File: config.mk
export PLATFORM = sky130hd
export DESIGN_NAME = vga_timing_gen
export DESIGN_NICKNAME = d
export VERILOG_FILES = /design/src/rtl/vga_timing_gen.sv
export SDC_FILE = /design/constraint.sdc
export NUM_CORES = 1
export LEC_CHECK = 0
export ABC_AREA = 1
export CAP_MARGIN = 20
export CORE_UTILIZATION = 35
export DETAILED_ROUTE_END_ITERATION = 7
export GPL_TIMING_DRIVEN = 1
export PLACE_DENSITY = 0.57
export SYNTH_ARGS = -nofsm -noshare
export SYNTH_HDL_FRONTEND = slang
export SYNTH_SLANG_ARGS = --single-unit
File: constraint.sdc
create_clock -name PXLCLK_I -period 1.8 [get_ports PXLCLK_I]
set_input_delay 0.18 -clock PXLCLK_I [delete_from_list [all_inputs] [get_ports PXLCLK_I]]
set_output_delay 0.18 -clock PXLCLK_I [all_outputs]
set_load 0.05 [all_outputs]
File: src/rtl/vga_timing_gen.sv
// Purpose : 640x480@60-style video timing generator with FIFO or colour-bar pixel source.
// Latency : 2 cycles from counter state to HS/VS/DE/RGB/FRAME_START; FIFO data 1 cycle after pop.
// Backpr. : no stall; an empty FIFO during active video outputs black and sets UNDERFLOW_O.
//
// Ports:
//   PXLCLK_I, RSTN_I (sync, active-low)   - pixel clock and reset
//   PATTERN_EN_I                          - 1 = colour bars, 0 = FIFO pixels (latched per frame)
//   FIFO_EMPTY_I, FIFO_DATA_I, FIFO_RD_O  - upstream read FIFO, 1-cycle read latency
//   VGA_HS_O, VGA_VS_O, VGA_DE_O, VGA_RGB_O - transmitter video interface
//   FRAME_START_O                         - pulse with output pixel (0,0)
//   UNDERFLOW_O                           - sticky per frame, set on any starved active pixel
module vga_timing_gen #(
    parameter int H_ACTIVE = 640,
    parameter int H_FP     = 16,
    parameter int H_SYNC   = 96,
    parameter int H_BP     = 48,
    parameter int V_ACTIVE = 480,
    parameter int V_FP     = 10,
    parameter int V_SYNC   = 2,
    parameter int V_BP     = 33,
    parameter bit HS_POL   = 1'b0,
    parameter bit VS_POL   = 1'b0
) (
    input  logic        PXLCLK_I,
    input  logic        RSTN_I,
    input  logic        PATTERN_EN_I,
    input  logic        FIFO_EMPTY_I,
    input  logic [23:0] FIFO_DATA_I,
    output logic        FIFO_RD_O,
    output logic        VGA_HS_O,
    output logic        VGA_VS_O,
    output logic        VGA_DE_O,
    output logic [23:0] VGA_RGB_O,
    output logic        FRAME_START_O,
    output logic        UNDERFLOW_O
);

    localparam int H_TOTAL = H_ACTIVE + H_FP + H_SYNC + H_BP;
    localparam int V_TOTAL = V_ACTIVE + V_FP + V_SYNC + V_BP;
    localparam int HW      = $clog2(H_TOTAL);
    localparam int VW      = $clog2(V_TOTAL);
    localparam int BAR_W   = H_ACTIVE / 8;
    localparam int BW      = (BAR_W > 1) ? $clog2(BAR_W) : 1;

    // Thresholds carry one extra bit so a zero back porch cannot wrap the sync end.
    localparam logic [HW:0]   H_ACT_END = (HW+1)'(H_ACTIVE);
    localparam logic [HW:0]   HS_BEG    = (HW+1)'(H_ACTIVE + H_FP);
    localparam logic [HW:0]   HS_END    = (HW+1)'(H_ACTIVE + H_FP + H_SYNC);
    localparam logic [VW:0]   V_ACT_END = (VW+1)'(V_ACTIVE);
    localparam logic [VW:0]   VS_BEG    = (VW+1)'(V_ACTIVE + V_FP);
    localparam logic [VW:0]   VS_END    = (VW+1)'(V_ACTIVE + V_FP + V_SYNC);
    localparam logic [HW-1:0] H_LAST    = HW'(H_TOTAL - 1);
    localparam logic [VW-1:0] V_LAST    = VW'(V_TOTAL - 1);
    localparam logic [BW-1:0] BAR_LAST  = BW'(BAR_W - 1);

    logic [HW-1:0] h_cnt;
    logic [VW-1:0] v_cnt;
    logic [BW-1:0] bar_w;
    logic [2:0]    bar_idx;
    logic          pat_q;

    // stage 0 decode
    logic          h_act, active, hs_act, vs_act, fs0, starve0, pop0;
    logic          line_last, frame_last;
    logic [23:0]   bar_rgb;

    // stage 1 registers
    logic          s1_de, s1_hs, s1_vs, s1_fs, s1_pop, s1_starve;
    logic [23:0]   s1_rgb;

    always_comb begin
        h_act      = {1'b0, h_cnt} < H_ACT_END;
        active     = h_act && ({1'b0, v_cnt} < V_ACT_END);
        hs_act     = ({1'b0, h_cnt} >= HS_BEG) && ({1'b0, h_cnt} < HS_END);
        vs_act     = ({1'b0, v_cnt} >= VS_BEG) && ({1'b0, v_cnt} < VS_END);
        fs0        = (h_cnt == '0) && (v_cnt == '0);
        line_last  = (h_cnt == H_LAST);
        frame_last = line_last && (v_cnt == V_LAST);
        starve0    = active && !pat_q && FIFO_EMPTY_I;
        pop0       = active && !pat_q && !FIFO_EMPTY_I;
    end

    always_comb begin
        bar_rgb = 24'h000000;
        case (bar_idx)
            3'd0:    bar_rgb = 24'hFFFFFF;
            3'd1:    bar_rgb = 24'hFFFF00;
            3'd2:    bar_rgb = 24'h00FFFF;
            3'd3:    bar_rgb = 24'h00FF00;
            3'd4:    bar_rgb = 24'hFF00FF;
            3'd5:    bar_rgb = 24'hFF0000;
            3'd6:    bar_rgb = 24'h0000FF;
            default: bar_rgb = 24'h000000;
        endcase
    end

    // Counters sit at (0,0) while in reset, so the pop must also be gated by
    // the reset input itself or the FIFO would drain during reset.
    assign FIFO_RD_O = RSTN_I && pop0;

    always_ff @(posedge PXLCLK_I) begin
        if (!RSTN_I) begin
            h_cnt   <= '0;
            v_cnt   <= '0;
            bar_w   <= '0;
            bar_idx <= '0;
        end else begin
            if (line_last) begin
                h_cnt   <= '0;
                v_cnt   <= (v_cnt == V_LAST) ? '0 : v_cnt + 1'b1;
                bar_w   <= '0;
                bar_idx <= '0;
            end else begin
                h_cnt <= h_cnt + 1'b1;
                // bar position tracks h_cnt across the active part of the line
                if (h_act) begin
                    if (bar_w == BAR_LAST) begin
                        bar_w   <= '0;
                        bar_idx <= bar_idx + 1'b1;
                    end else begin
                        bar_w <= bar_w + 1'b1;
                    end
                end
            end
        end
    end

    // Source select only changes on the last pixel of a frame (or in reset),
    // so a frame is never a mix of bars and FIFO data.
    always_ff @(posedge PXLCLK_I) begin
        if (!RSTN_I || frame_last) begin
            pat_q <= PATTERN_EN_I;
        end
    end

    always_ff @(posedge PXLCLK_I) begin
        if (!RSTN_I) begin
            s1_de     <= 1'b0;
            s1_hs     <= 1'b0;
            s1_vs     <= 1'b0;
            s1_fs     <= 1'b0;
            s1_pop    <= 1'b0;
            s1_starve <= 1'b0;
            s1_rgb    <= '0;
        end else begin
            s1_de     <= active;
            s1_hs     <= hs_act;
            s1_vs     <= vs_act;
            s1_fs     <= fs0;
            s1_pop    <= pop0;
            s1_starve <= starve0;
            s1_rgb    <= (active && pat_q) ? bar_rgb : 24'h000000;
        end
    end

    always_ff @(posedge PXLCLK_I) begin
        if (!RSTN_I) begin
            VGA_HS_O      <= !HS_POL;
            VGA_VS_O      <= !VS_POL;
            VGA_DE_O      <= 1'b0;
            VGA_RGB_O     <= '0;
            FRAME_START_O <= 1'b0;
            UNDERFLOW_O   <= 1'b0;
        end else begin
            VGA_HS_O      <= s1_hs ? HS_POL : !HS_POL;
            VGA_VS_O      <= s1_vs ? VS_POL : !VS_POL;
            VGA_DE_O      <= s1_de;
            // FIFO data arrives this cycle for a pop issued last cycle
            VGA_RGB_O     <= s1_pop ? FIFO_DATA_I : s1_rgb;
            FRAME_START_O <= s1_fs;
            // a starved first pixel keeps the flag set
            if (s1_starve) begin
                UNDERFLOW_O <= 1'b1;
            end else if (s1_fs) begin
                UNDERFLOW_O <= 1'b0;
            end
        end
    end

endmodule

# ---- Word level (Yosys, flattened, before mapping)
# Cells that the tools add are included.
dict set report word_totals {
  reg_bits 90
  input_bits 28
  output_inout_bits 30
}
dict set report classes {
  add_sub_neg 4
  magnitude_cmp 6
  n_eq_ne 9
  mux 8
  n_bitwise 1
  n_reduce_logical 21
}
# operator count
set ops {}
lappend ops {{24-bit case mux with 7 select lines} 1}
lappend ops {{24-bit two-way mux} 1}
lappend ops {{10-bit by 1-bit adder with 10-bit output (second input constant)} 2}
lappend ops {{10-bit == test (second input constant)} 2}
lappend ops {{10-bit zero test} 2}
lappend ops {{10-bit less-than comparator (second input constant)} 2}
lappend ops {{10-bit by 9-bit less-than comparator with 1-bit output (second input constant)} 2}
lappend ops {{10-bit >= comparator (second input constant)} 1}
lappend ops {{10-bit by 9-bit >= comparator with 1-bit output (second input constant)} 1}
lappend ops {{1-bit logical AND} 10}
lappend ops {{10-bit two-way mux} 1}
lappend ops {{3-bit == test (second input constant)} 3}
lappend ops {{7-bit by 1-bit adder with 7-bit output (second input constant)} 1}
lappend ops {{7-bit == test (second input constant)} 1}
lappend ops {{7-bit two-way mux} 1}
lappend ops {{3-bit by 2-bit == test with 1-bit output (second input constant)} 2}
lappend ops {{1-bit two-way mux} 4}
lappend ops {{2-bit AND reduction} 2}
lappend ops {{3-bit by 1-bit adder with 3-bit output (second input constant)} 1}
lappend ops {{3-bit by 1-bit == test with 1-bit output (second input constant)} 1}
lappend ops {{1-bit zero test} 3}
lappend ops {{3-bit zero test} 1}
lappend ops {{2-bit nonzero test} 1}
lappend ops {{2-bit OR reduction} 1}
lappend ops {{other kinds (2)} 2}

# ---- Depth between registers and ports, before layout
dict set report logic_depth {
  word_depth 5
  mapped_depth 9
}

# ---- Worst setup path before layout
# No wires, ideal clock.
dict set report synth_path {
  kind {reg2out}
  startpoint {register h_cnt[7]}
  endpoint {output FIFO_RD_O}
  t_arrival_ps 1791
  required_ps 1620
  setup_slack_ps -171
  path_stages_with_launch 4
  path_buffers 0
  cell_sequence {dfxtp_1 -> o21ai_2 -> nand3_2 -> nor3_1}
}
dict set report synth_between {
  elab_chain_len 5
}
# item line_no
set synth_lines {}
lappend synth_lines {{start: declaration} 56} ;# logic [HW-1:0] h_cnt;
lappend synth_lines {{start signal: assignment} 114} ;# h_cnt <= h_cnt + 1'b1;
lappend synth_lines {{10-bit less-than comparator} 72} ;# h_act = {1'b0, h_cnt} < H_ACT_END;
lappend synth_lines {{1-bit logical AND} 73} ;# active = h_act && ({1'b0, v_cnt} < V_ACT_END);
lappend synth_lines {{1-bit logical AND (2 in series)} 80} ;# pop0 = active && !pat_q && !FIFO_EMPTY_I;
lappend synth_lines {{1-bit logical AND} 99} ;# assign FIFO_RD_O = RSTN_I && pop0;
lappend synth_lines {{end: declaration} 29} ;# output logic FIFO_RD_O,
# Every way passes these cells.

# ---- Worst setup path after layout
dict set report layout_path {
  startpoint {register UNDERFLOW_O}
  endpoint {output UNDERFLOW_O}
}
# item line_no
set layout_rtl {}
lappend layout_rtl {{start: declaration} 35} ;# output logic UNDERFLOW_O
lappend layout_rtl {{start signal: assignment} 163} ;# UNDERFLOW_O <= 1'b0;
lappend layout_rtl {{start signal: assignment} 173} ;# UNDERFLOW_O <= 1'b1;
lappend layout_rtl {{start signal: assignment} 175} ;# UNDERFLOW_O <= 1'b0;
# No word-level cell between the ends.

==> reports/qor_table.md <==
| Metric | Reported | Unit |
|---|---|---|
| Most common cell after layout, fill and taps aside | sky130_fd_sc_hd__nand2_1 | - |
| Number of nets at the end of the flow | 477 | - |
| Met2 Track Usage GR | 0.249 | - |
| Routing usage on met3 | 0.0618 | - |
| Via count of the first global-routing pass | 2,316 | - |
| Worst-case vdd ir drop | 0.000527 | V |
| Number of detailed-routing iterations run before antenna repair | 4 | - |
| Avg Inst Size Synth | 7.75 | um2 |
| Fmax | 592 | MHz |
| Number of cells on the critical path | 1 | - |
| Total chip power | 0.00307 | W |
| Launching point of the worst reg2reg path | h_cnt[0] | - |
| Worst-path clk slew | 0.08 | ns |
| Detail-routed net length per standard cell | 11.3 | um |
| Worst setup timing slack at the placement stage | 0.187 | ns |
| Master cell of the clock root buffer | sky130_fd_sc_hd__clkbuf_8 | - |
| Worst-Skew Late Latency | 0.35 | ns |
| Number of buffers added to fix hold violations after cts | 0 | - |
| Final Skew | 0.00502 | ns |
| Endpoint arrival time on the critical path | 1.51 | ns |
| Synth warn | 0 | - |
| Effective utilization at floorplan | 0.369 | - |
| Source of the worst hold timing path | s1_vs | - |
| Number of synthesized flops with an enable pin | 1 | - |
| # diodes | 0 | - |
| Clock buffer count from CTS | 9 | - |
| Aggregate routed wire length | 6150 | um |
| Layout cells sized above 1 | 0.101 | - |
| Share of the clock period used by the worst path after layout | 0.938 | - |
| Input/output buffers | 57 | - |
| Final-layout setup total negative slack | 0 | ns |
| Max-slew violation count | 0 | - |
| Largest driver fanout on the critical path | 2 | - |
| Unrepaired setup endpoints after global routing | false | - |
| Number of fill cells | 761 | - |
| Share of synthesized registers carrying an async set or reset | 0 | - |
| Number of buffers and inverters on the critical path | 1 | - |
| Die ar. | 8690 | um2 |
| Leakage component of the power | 1.54 | nW |
| GPL Wtd Cong | 0.847 | - |
| Slowest cell on the critical path | sky130_fd_sc_hd__clkdlybuf4s50_1 | - |
| Power per cell area | 809 | nW/um2 |
| Detailed Place HPWL | 4550 | um |
| H-tree depth reported by CTS | 3 | - |
| Std-Cell Rows | 32 | - |
| Synth-to-Final Area Change | 30.4 | % |
| Count of max-cap constraint violations | 0 | - |
| Overflow after GRT | 0 | - |
| Synth Cell Area | 2910 | um2 |
| DRC Markers | 0 | - |
| Number of cells on the worst reg-to-reg path | 7 | - |
| Headroom to the max-slew limit | 0.648 | - |
| Final standard cell utilization of the core | 0.481 | - |
| Initial antenna violation count | 0 | - |
| CP cell instances | clkdlybuf4s50_1 | - |
| Via-to-Cell Ratio | 4.53 | - |
| Min-Delay Path Depth | 1 | - |
| Clock tree from TritonCTS | built | - |
| Number of failing setup endpoints in the final timing report | 0 | - |
| Maximum number of pins on one net before global-route repair | 31 | - |
| CP required | 1.62 | ns |
| Worst Setup Start Kind | flop | - |
| Width of the die | 93.2 | um |
| Area contributors post-synth | sky130_fd_sc_hd__dfxtp_1 (47%), sky130_fd_sc_hd__nand2_1 (12%), sky130_fd_sc_hd__nor2_1 (6.7%) | - |
| Proportion of synthesized chip area in sequential cells | 0.478 | - |
| Area share of the leading cell type in the synthesized netlist | 0.467 | - |
| Number of storage elements in the synthesis netlist | 69 | - |
| Setup crit end kind | output port | - |
| Type of the worst setup path | flop to output port | - |
| Slew at the pin closest to its max-slew limit | 0.526 | ns |
| Post-Synthesis Net Count | 414 | - |
| Vias post-DR | 2,472 | - |
| Final Instance Area | 3800 | um2 |
| Leading area contributor after synthesis | sky130_fd_sc_hd__dfxtp_1 | - |
| Met1 usage | 0.192 | - |
| GRT Max-Usage Layer | met2 | - |
| Crit-path max cell delay | 0.82 | ns |
| Post-layout minimum cycle time | 1.69 | ns |
| Die Span Y | 93.2 | um |
| Kind of cell adding the most delay to the critical path | buffers and inverters | - |
| Kind of path behind the tightest hold check | flop to flop | - |
| Top-Level Pins | 58 | - |
| Unique cell type count in the Yosys netlist | 34 | - |
| Leading cell types in the layout, fill and taps excluded | sky130_fd_sc_hd__nand2_1 (90), sky130_fd_sc_hd__dfxtp_1 (68), sky130_fd_sc_hd__clkdlybuf4s50_1 (56) | - |
| Critical path startpoint | UNDERFLOW_O | - |
| Post-route antenna net violation count | 0 | - |
| Floorplan Core Area | 7890 | um2 |
| Maximum count of clock buffers along a single path | 2 | - |
| Syn Inst Count | 376 | - |
| Clock tree sinks | 69 | - |
| Initial detailed-routing violation count | 112 | - |
| Crit path setup slack, layout | 0.112 | ns |
| Global Route Usage Sum | 0.155 | - |
| Wire length of the first global-routing pass | 10,500 | um |
| Dpl cell area | 3600 | um2 |
| Most used flip-flop cell after synthesis | sky130_fd_sc_hd__dfxtp_1 | - |
| Result of the run | complete, no violations | - |
| Final count of hold timing violations | 0 | - |
flip-flops by register name (all words and copies together) (netlist names):
name,cells
v_cnt,10
VGA_RGB_O,24
s1_rgb,3
bar_idx,3
pat_q,1
s1_hs,1
s1_pop,1
VGA_HS_O,1
s1_fs,1
s1_vs,1
bar_w,7
VGA_VS_O,1
s1_starve,1
FRAME_START_O,1
h_cnt,10
UNDERFLOW_O,1
VGA_DE_O,1
s1_de,1
what timing repair did:
item,CTS,global route
buffers inserted,0,0
resized for setup,1,2
endpoints found under the setup margin,1,1
report_power, final:
part           switching [W]  leakage [nW]  total, W  internal (W)
Clock               0.000614        0.0863   0.00112      0.000504
Combinational       0.000205         0.892  0.000350      0.000145
Sequential         0.0000234         0.565   0.00160       0.00158
synthesized netlist by cell type (2+ instances only):
| library cell | n |
|---|---|
| sky130_fd_sc_hd__nand2_4 | 2 |
| sky130_fd_sc_hd__inv_2 | 4 |
| sky130_fd_sc_hd__nand3_2 | 2 |
| sky130_fd_sc_hd__ha_1 | 10 |
| sky130_fd_sc_hd__nand2_2 | 2 |
| sky130_fd_sc_hd__a21oi_2 | 4 |
| sky130_fd_sc_hd__nand2_1 | 90 |
| sky130_fd_sc_hd__nor2_2 | 3 |
| sky130_fd_sc_hd__nor2_1 | 52 |
| sky130_fd_sc_hd__nand3_1 | 19 |
| sky130_fd_sc_hd__nor2_4 | 3 |
| sky130_fd_sc_hd__buf_2 | 3 |
| sky130_fd_sc_hd__nor3_1 | 4 |
| sky130_fd_sc_hd__nor4_1 | 2 |
| sky130_fd_sc_hd__xor2_1 | 5 |
| sky130_fd_sc_hd__dfxtp_1 | 68 |
| sky130_fd_sc_hd__nand4_1 | 7 |
| sky130_fd_sc_hd__clkbuf_1 | 4 |
| sky130_fd_sc_hd__inv_1 | 43 |
| sky130_fd_sc_hd__o21ai_0 | 3 |
| sky130_fd_sc_hd__nand3b_1 | 2 |
| sky130_fd_sc_hd__nor3b_1 | 3 |
| sky130_fd_sc_hd__a21oi_1 | 30 |
final timing paths:
kind | slack, ns | end
min reg2reg | 0.37 | VGA_VS_O
min | 0.37 | VGA_VS_O
max reg2reg | 0.24 | pat_q
max | 0.11 | UNDERFLOW_O
layout make-up:
type	instances	area (um2)	share of cell area
clock buffers	9	124	0.0326
clock inverters	7	48.8	0.0129
inverters	47	176	0.0465
multi-input cells	251	1320	0.347
flip-flops and latches	69	1390	0.366
well taps	102	128	0.0336
repair buffers	61	611	0.161
metal layers:
layer  share of wire  vias to the layer above
li1                -                     1309
met1            0.48                     1097
met2            0.45                       62
met3           0.071                        4
met4          0.0052                        0
met5               0                        -
cells by family after synthesis:
group / share of synthesized area
AOI/OAI and AO/OA: 0.0808
xor gates and xnor gates: 0.0180
adders and majority gates: 0.0430
DFF: 0.478
and+or+nand+nor: 0.302
buffers and inverters: 0.0786
per-stage QoR:
stage               std cells  hold WS [ns]
floorplan                 376         0.257
global route              546         0.383
finish                    546         0.373
detailed placement        530         0.359
CTS                       546         0.377
global placement          530         0.356
No activity file was read; power rests on OpenSTA's default activity.
